===== config.mk =====
export PLATFORM = sky130hd
export DESIGN_NAME = spi_cfg_arbiter
export DESIGN_NICKNAME = d
export VERILOG_FILES = /design/src/rtl/spi_cfg_arbiter.sv
export SDC_FILE = /design/constraint.sdc
export NUM_CORES = 1
export LEC_CHECK = 0
export ABC_AREA = 0
export BUFFER_PORTS_ARGS = -buffer_cell sky130_fd_sc_hd__clkbuf_2
export CAP_MARGIN = 10
export CORE_MARGIN = 5
export CORE_UTILIZATION = 30
export DETAILED_ROUTE_END_ITERATION = 8
export GPL_ROUTABILITY_DRIVEN = 0
export GPL_TIMING_DRIVEN = 0
export PLACE_DENSITY = 0.52
export SLEW_MARGIN = 30
export SYNTH_ARGS = -nofsm -noshare
export SYNTH_HDL_FRONTEND = slang
export SYNTH_SLANG_ARGS = --single-unit

===== constraint.sdc =====
create_clock -name clk -period 2.3 [get_ports clk]
set_input_delay 0.23 -clock clk [delete_from_list [all_inputs] [get_ports clk]]
set_output_delay 0.23 -clock clk [all_outputs]
set_load 0.01 [all_outputs]

===== src/rtl/spi_cfg_arbiter.sv =====
// spi_cfg_arbiter
// Shares one spi_master between NUM_CH device configuration FSMs. A channel
// that wins arbitration owns the bus for as many transactions as it likes,
// for as long as it keeps i_req high. Each owner gets its own chip select,
// and read data is steered back with a per-channel valid pulse. A stuck
// spi_busy is broken by a timeout that forces the bus to be released.
//
// Ports
//   clk, rst       clock, asynchronous active-high reset
//   i_req          per-channel level request, held for a whole config burst
//   o_grant        registered one-hot owner indication
//   i_wr_cmd       per-channel write strobe
//   i_rd_cmd       per-channel read strobe
//   i_wr_data      per-channel write words, channel k at [k*MOSI_W +: MOSI_W]
//   o_busy         per-channel busy view
//   o_rd_data      last captured read word
//   o_rd_valid     one-clock pulse to the owner when o_rd_data updates
//   o_spi_wr_cmd   write command to spi_master
//   o_spi_rd_cmd   read command to spi_master
//   o_spi_wr_data  write word to spi_master
//   i_spi_rd_data  read word from spi_master
//   i_spi_busy     spi_master busy
//   i_spi_ncs      spi_master chip select
//   o_cs_n         per-device chip selects, active low, registered
//   o_timeout      one-clock pulse on forced release
module spi_cfg_arbiter #(
  parameter int NUM_CH      = 4,
  parameter int MOSI_W      = 24,
  parameter int MISO_W      = 9,
  parameter int RR_MODE     = 1,
  parameter int TIMEOUT_CYC = 4096
) (
  input  logic                     clk,
  input  logic                     rst,
  input  logic [NUM_CH-1:0]        i_req,
  output logic [NUM_CH-1:0]        o_grant,
  input  logic [NUM_CH-1:0]        i_wr_cmd,
  input  logic [NUM_CH-1:0]        i_rd_cmd,
  input  logic [NUM_CH*MOSI_W-1:0] i_wr_data,
  output logic [NUM_CH-1:0]        o_busy,
  output logic [MISO_W-1:0]        o_rd_data,
  output logic [NUM_CH-1:0]        o_rd_valid,
  output logic                     o_spi_wr_cmd,
  output logic                     o_spi_rd_cmd,
  output logic [MOSI_W-1:0]        o_spi_wr_data,
  input  logic [MISO_W-1:0]        i_spi_rd_data,
  input  logic                     i_spi_busy,
  input  logic                     i_spi_ncs,
  output logic [NUM_CH-1:0]        o_cs_n,
  output logic                     o_timeout
);

  localparam int IDX_W = (NUM_CH > 1) ? $clog2(NUM_CH) : 1;
  localparam int CNT_W = $clog2(TIMEOUT_CYC) + 1;
  localparam logic [CNT_W-1:0] CNT_LAST = CNT_W'(TIMEOUT_CYC - 1);
  localparam logic [IDX_W-1:0] IDX_LAST = IDX_W'(NUM_CH - 1);

  typedef enum logic [2:0] {IDLE, ISSUE, WAIT_HI, WAIT_LO, RELEASE} state_t;

  state_t            state, state_nxt;
  logic [IDX_W-1:0]  owner, ptr, win_idx, win_next;
  logic              win_found;
  logic [CNT_W-1:0]  tcnt;
  logic              txn_read;
  logic              own_req, own_wr, own_rd;
  logic              accept_wr, accept_rd;
  logic              in_wait, tmo_hit, txn_done;
  logic [NUM_CH-1:0] own_onehot;
  logic [MOSI_W-1:0] own_word;
  int                scan_idx;

  assign own_req    = i_req[owner];
  assign own_wr     = i_wr_cmd[owner];
  assign own_rd     = i_rd_cmd[owner];
  assign own_word   = i_wr_data[owner*MOSI_W +: MOSI_W];
  assign own_onehot = NUM_CH'(1) << owner;
  assign in_wait    = (state == WAIT_HI) || (state == WAIT_LO);
  assign tmo_hit    = in_wait && (tcnt == CNT_LAST);
  // A timeout on the same clock that busy falls still counts as a timeout.
  assign txn_done   = (state == WAIT_LO) && !i_spi_busy && !tmo_hit;
  assign win_next   = (win_idx == IDX_LAST) ? '0 : win_idx + 1'b1;

  // Winner search: scan from the round-robin pointer (or from 0 in fixed
  // mode) and wrap, taking the first requester found.
  always_comb begin
    win_found = 1'b0;
    win_idx   = '0;
    scan_idx  = 0;
    for (int i = 0; i < NUM_CH; i++) begin
      scan_idx = (RR_MODE != 0) ? int'(ptr) + i : i;
      if (scan_idx >= NUM_CH) scan_idx = scan_idx - NUM_CH;
      if (!win_found && i_req[scan_idx]) begin
        win_found = 1'b1;
        win_idx   = IDX_W'(scan_idx);
      end
    end
  end

  always_ff @(posedge clk or posedge rst) begin
    if (rst) state <= IDLE;
    else     state <= state_nxt;
  end

  always_comb begin
    state_nxt = state;
    accept_wr = 1'b0;
    accept_rd = 1'b0;
    o_busy    = '0;
    case (state)
      IDLE:    if (win_found) state_nxt = ISSUE;
      ISSUE: begin
        // Write beats read when both strobe together; the read is dropped.
        accept_wr = own_wr;
        accept_rd = own_rd && !own_wr;
        if (accept_wr || accept_rd) state_nxt = WAIT_HI;
        else if (!own_req)          state_nxt = RELEASE;
      end
      WAIT_HI: begin
        if (tmo_hit)         state_nxt = RELEASE;
        else if (i_spi_busy) state_nxt = WAIT_LO;
      end
      WAIT_LO: begin
        if (tmo_hit)       state_nxt = RELEASE;
        else if (txn_done) state_nxt = own_req ? ISSUE : RELEASE;
      end
      RELEASE: state_nxt = IDLE;
      default: state_nxt = IDLE;
    endcase
    // Everyone but the owner sees busy while the bus is granted; the owner
    // sees it from the clock its command is accepted until completion.
    if ((state == ISSUE) || in_wait) begin
      o_busy = ~o_grant;
      if (in_wait || accept_wr || accept_rd) o_busy = o_busy | o_grant;
    end
  end

  always_ff @(posedge clk or posedge rst) begin
    if (rst) begin
      o_grant       <= '0;
      owner         <= '0;
      ptr           <= '0;
      o_spi_wr_cmd  <= 1'b0;
      o_spi_rd_cmd  <= 1'b0;
      o_spi_wr_data <= '0;
      o_rd_data     <= '0;
      o_rd_valid    <= '0;
      o_timeout     <= 1'b0;
      o_cs_n        <= '1;
      tcnt          <= '0;
      txn_read      <= 1'b0;
    end else begin
      o_spi_wr_cmd <= accept_wr;
      o_spi_rd_cmd <= accept_rd;
      o_rd_valid   <= '0;
      o_timeout    <= tmo_hit;
      // Only the owner's select follows the master; with no owner all stay high.
      o_cs_n       <= ~o_grant | {NUM_CH{i_spi_ncs}};
      if ((state == IDLE) && win_found) begin
        owner   <= win_idx;
        ptr     <= win_next;
        o_grant <= NUM_CH'(1) << win_idx;
      end
      if ((state != RELEASE) && (state_nxt == RELEASE)) o_grant <= '0;
      if (accept_wr) o_spi_wr_data <= own_word;
      if (accept_wr || accept_rd) begin
        txn_read <= accept_rd;
        tcnt     <= '0;
      end else if (in_wait) begin
        tcnt <= tcnt + 1'b1;
      end
      if (txn_done && txn_read) begin
        o_rd_data  <= i_spi_rd_data;
        o_rd_valid <= own_onehot;
      end
    end
  end

endmodule


==> metrics <==
vias in the first global route 3,113; total grt overflow 0; max_cap viols 0; Mapped Area 3652 um^2; final wirelength 9664 um; Clock Sinks 69; antenna cells 0; worst vdd ir 0.4948 mV; Initial DRT Pass Iterations 4; max frequency roughly 460 MHz; wire per inst 16.00 um; fin crit share 94.88%; #FFs+latches synth 69; core box area 11,960 um^2; row count 40; Primary FF master, synth dfrtp_1; die area 14,480 um^2; final setup skew 0.01207 ns; Worst path top cell family by delay multiplexers; starting DRC count in detailed routing 56; post-synthesis async set-or-reset flop share 100.0%; Max Buffers Root-to-Sink 2; Layout area overhead 38.16%; sum of negative setup slack 0 ns; Synth Net Count 392; number of port buffers 172; Num CTS Buffers 9; element type at the critical path end primary output; clk slew on worst S/H paths 0.06 ns; Final Util 42.19%; status finished, final reports clean; CTS H-Tree Depth 3; CTS root buffer clkbuf_16; clock power share 21.4%; layout cells sized above 1 58.86%; Seq pwr share 31.5%; worst slew pin tran 0.6319 ns; CP cell instances buf_6, mux4_2, o21a_4, nor2_4, o21ai_0, clkbuf_2; Final Hold Vio Count 0; DR vias 2,903; min Tclk post-route ~2.2 ns; pwr dens 1250 nW/um^2; Tot GR Track Use 13.67%; Clock Latency Late Sink between 0.3 and 0.4 ns; Residual DRC 0; Crit path buffers/inverters 2; Post-synth EDFFs 0; post-synthesis sequential area ratio between 40% and 50%; Final Slew Violations 0; Sw Share approximately a third; Slew Limit Headroom 57.88%; die height 120.3 um; final HPWL from detailed placement a little under 8000 um; Area after DPL between 4000 and 5000 um^2; CP max stage delay 0.56 ns; Yosys cell types 41; Critical Path AT 1.95 ns; fillers 1,122; Vias/cell approximately 4.8; fin nets 578; Post-DRT Antenna Nets 0; Mapped Cells 266; Worst Path Required ~2.1 ns; initial antenna violation count 0; fin area a little over 5000 um^2; first-pass GRT wire length 15,700 um; Final setup viols 0; Die X-Extent between 100 and 150 um; Startpoint Class register; Comb pwr share 47.1%; I/O pin count 173; Yosys Warn Count 0; CP max stage cell mux4_2; largest net degree at the start of global routing 39; leakage power 2.443 nW; Avg Inst Size Synth 13.73 um^2; CTS tree done; worst hold path type in -> reg; initial core utilization a little over 30%; RSZ-0062 raised after global routing true; WS Path Type reg -> out; Worst Path Max Fanout 5; Int Power slightly above 4 mW; Net Switching approximately 2.2 mW
[flip-flops by register name, indices dropped and copies added, names as in the netlist]
register       cells
o_spi_wr_data     24
tcnt              13
o_rd_data          9
o_cs_n             4
o_grant            4
o_rd_valid         4
state              3
owner              2
ptr                2
o_spi_rd_cmd       1
o_spi_wr_cmd       1
o_timeout          1
txn_read           1
[through the flow]
step	power, mW	hold WS (ns)	instances	worst slack [ns]
after floorplan	4.028	0.3400	266	0.3368
after global placement	4.937	0.4588	585	-0.6063
after detailed placement	4.989	0.2593	586	0.1299
after CTS	6.409	0.1097	603	0.01242
after global routing	6.783	0.1130	604	-0.01494
final	6.309	0.1219	604	0.1178
[power by group through the flow]
| stage | Sequential (mW) | Combinational [mW] | Clock [mW] |
|---|---|---|---|
| floorplan | 2.12 | 1.91 | 0 |
| global placement | 1.99 | 2.95 | 0 |
| detailed placement | 2.00 | 2.98 | 0 |
| CTS | 2.00 | 3.01 | 1.40 |
| global route | 2.06 | 3.28 | 1.45 |
| finish | 1.99 | 2.97 | 1.35 |
[synthesized netlist by cell type (2+ instances only)]
| cell type | instances | area [um^2] |
|---|---|---|
| dfrtp_1 | 65 | 1627 |
| mux4_2 | 27 | 608.1 |
| nor2_1 | 19 | 71.32 |
| mux2_4 | 18 | 270.3 |
| mux2_2 | 16 | 180.2 |
| inv_1 | 10 | 37.54 |
| nand2_1 | 10 | 37.54 |
| xnor2_1 | 10 | 87.58 |
| nand2b_1 | 8 | 50.05 |
| o21ai_0 | 8 | 40.04 |
| nor4_1 | 6 | 37.54 |
| a21oi_1 | 5 | 25.02 |
| buf_2 | 5 | 25.02 |
| ha_1 | 5 | 62.56 |
| nor3_1 | 5 | 25.02 |
| clkbuf_1 | 4 | 15.01 |
| dfstp_2 | 4 | 105.1 |
| mux2i_1 | 4 | 40.04 |
| buf_6 | 3 | 33.78 |
| nand3_1 | 3 | 15.01 |
| nand4_1 | 3 | 18.77 |
| nor2b_1 | 3 | 18.77 |
| a221o_1 | 2 | 20.02 |
| and3b_1 | 2 | 17.52 |
| buf_1 | 2 | 7.510 |
| nor3b_1 | 2 | 15.01 |
| o21a_1 | 2 | 15.01 |
| xor2_1 | 2 | 17.52 |
[cell usage in the layout (no fill, tap or decap), types with 3 or more instances in the layout]
cell type | synthesis | final
nand2b_1 | 8 | 8
buf_2 | 5 | 5
nor3_1 | 5 | 5
dfrtp_1 | 65 | 65
nor4_1 | 6 | 6
nor2b_1 | 3 | 3
buf_6 | 3 | 3
nand4_1 | 3 | 3
inv_1 | 10 | 9
mux4_2 | 27 | 27
clkbuf_2 | 0 | 173
mux2_4 | 18 | 18
dfstp_2 | 4 | 4
xnor2_1 | 10 | 10
clkbuf_1 | 4 | 5
o21ai_0 | 8 | 8
clkbuf_16 | 0 | 9
mux2_2 | 16 | 16
nand3_1 | 3 | 3
nor2_1 | 19 | 18
a21oi_1 | 5 | 5
nand2_1 | 10 | 10
ha_1 | 5 | 5
mux2i_1 | 4 | 4
[worst register-to-register path: cells and delay by family (launching register included)]
family | cells | cell delay (ns)
mux | 2 | 0.84
buf+inv | 3 | 0.84
flops | 1 | 0.34
[layout make-up]
type | instances | area (um^2) | area share, %
Multi-Input combinational cell | 173 | 1817 | 36.00
Sequential cell | 69 | 1732 | 34.32
Timing Repair Buffer | 175 | 898.4 | 17.80
Clock buffer | 10 | 229.0 | 4.538
Tap cell | 147 | 183.9 | 3.645
Buffer | 14 | 82.58 | 1.636
Clock inverter | 6 | 63.81 | 1.265
Inverter | 10 | 40.04 | 0.7935
[cell families (layout without fill, tap and decap cells)]
logic type | count (synthesis) | in the layout | share of synthesized area (%)
adder cells (fa/ha/maj) | 5 | 5 | 1.713
AND/OR/NAND/NOR | 68 | 68 | 10.07
multiplexers | 65 | 65 | 30.08
XOR/XNOR | 12 | 12 | 2.878
flip-flops | 69 | 69 | 47.41
buffers and inverters | 24 | 215 | 3.254
AO/OA/AOI/OAI | 23 | 23 | 4.591
[timing repair]
action / CTS / global route
pin swaps: 0 / 2
buffers inserted: 0 / 1
hold buffers: 1 / 0
setup endpoints to repair: 4 / 9
gates resized for setup: 3 / 2
endpoints found under the hold margin: 31 / 0
[metal layers]
metal	vias to the layer above	part of all wire [%]	global-route usage, %
li1	1364	-	-
met1	1431	42	16.42
met2	101	51	23.29
met3	7	6.7	4.630
met4	0	0.72	4.108
met5	-	0	0
[final timing paths]
kind	start	depth (start not counted)	endpoint	slack, ns
worst max-delay path	owner[0]	6	o_busy[0]	0.12
worst min-delay path	i_spi_rd_data[7]	2	o_rd_data[7]	0.12
worst max register to register	owner[0]	5	o_spi_wr_data[11]	0.18
worst min register to register	o_grant[1]	1	o_cs_n[1]	0.47
max in group asynchronous	rst	4	o_cs_n[0]	1.25
min in group asynchronous	rst	3	o_spi_wr_data[10]	0.45
Note: power is estimated with default switching activity, not from simulation.
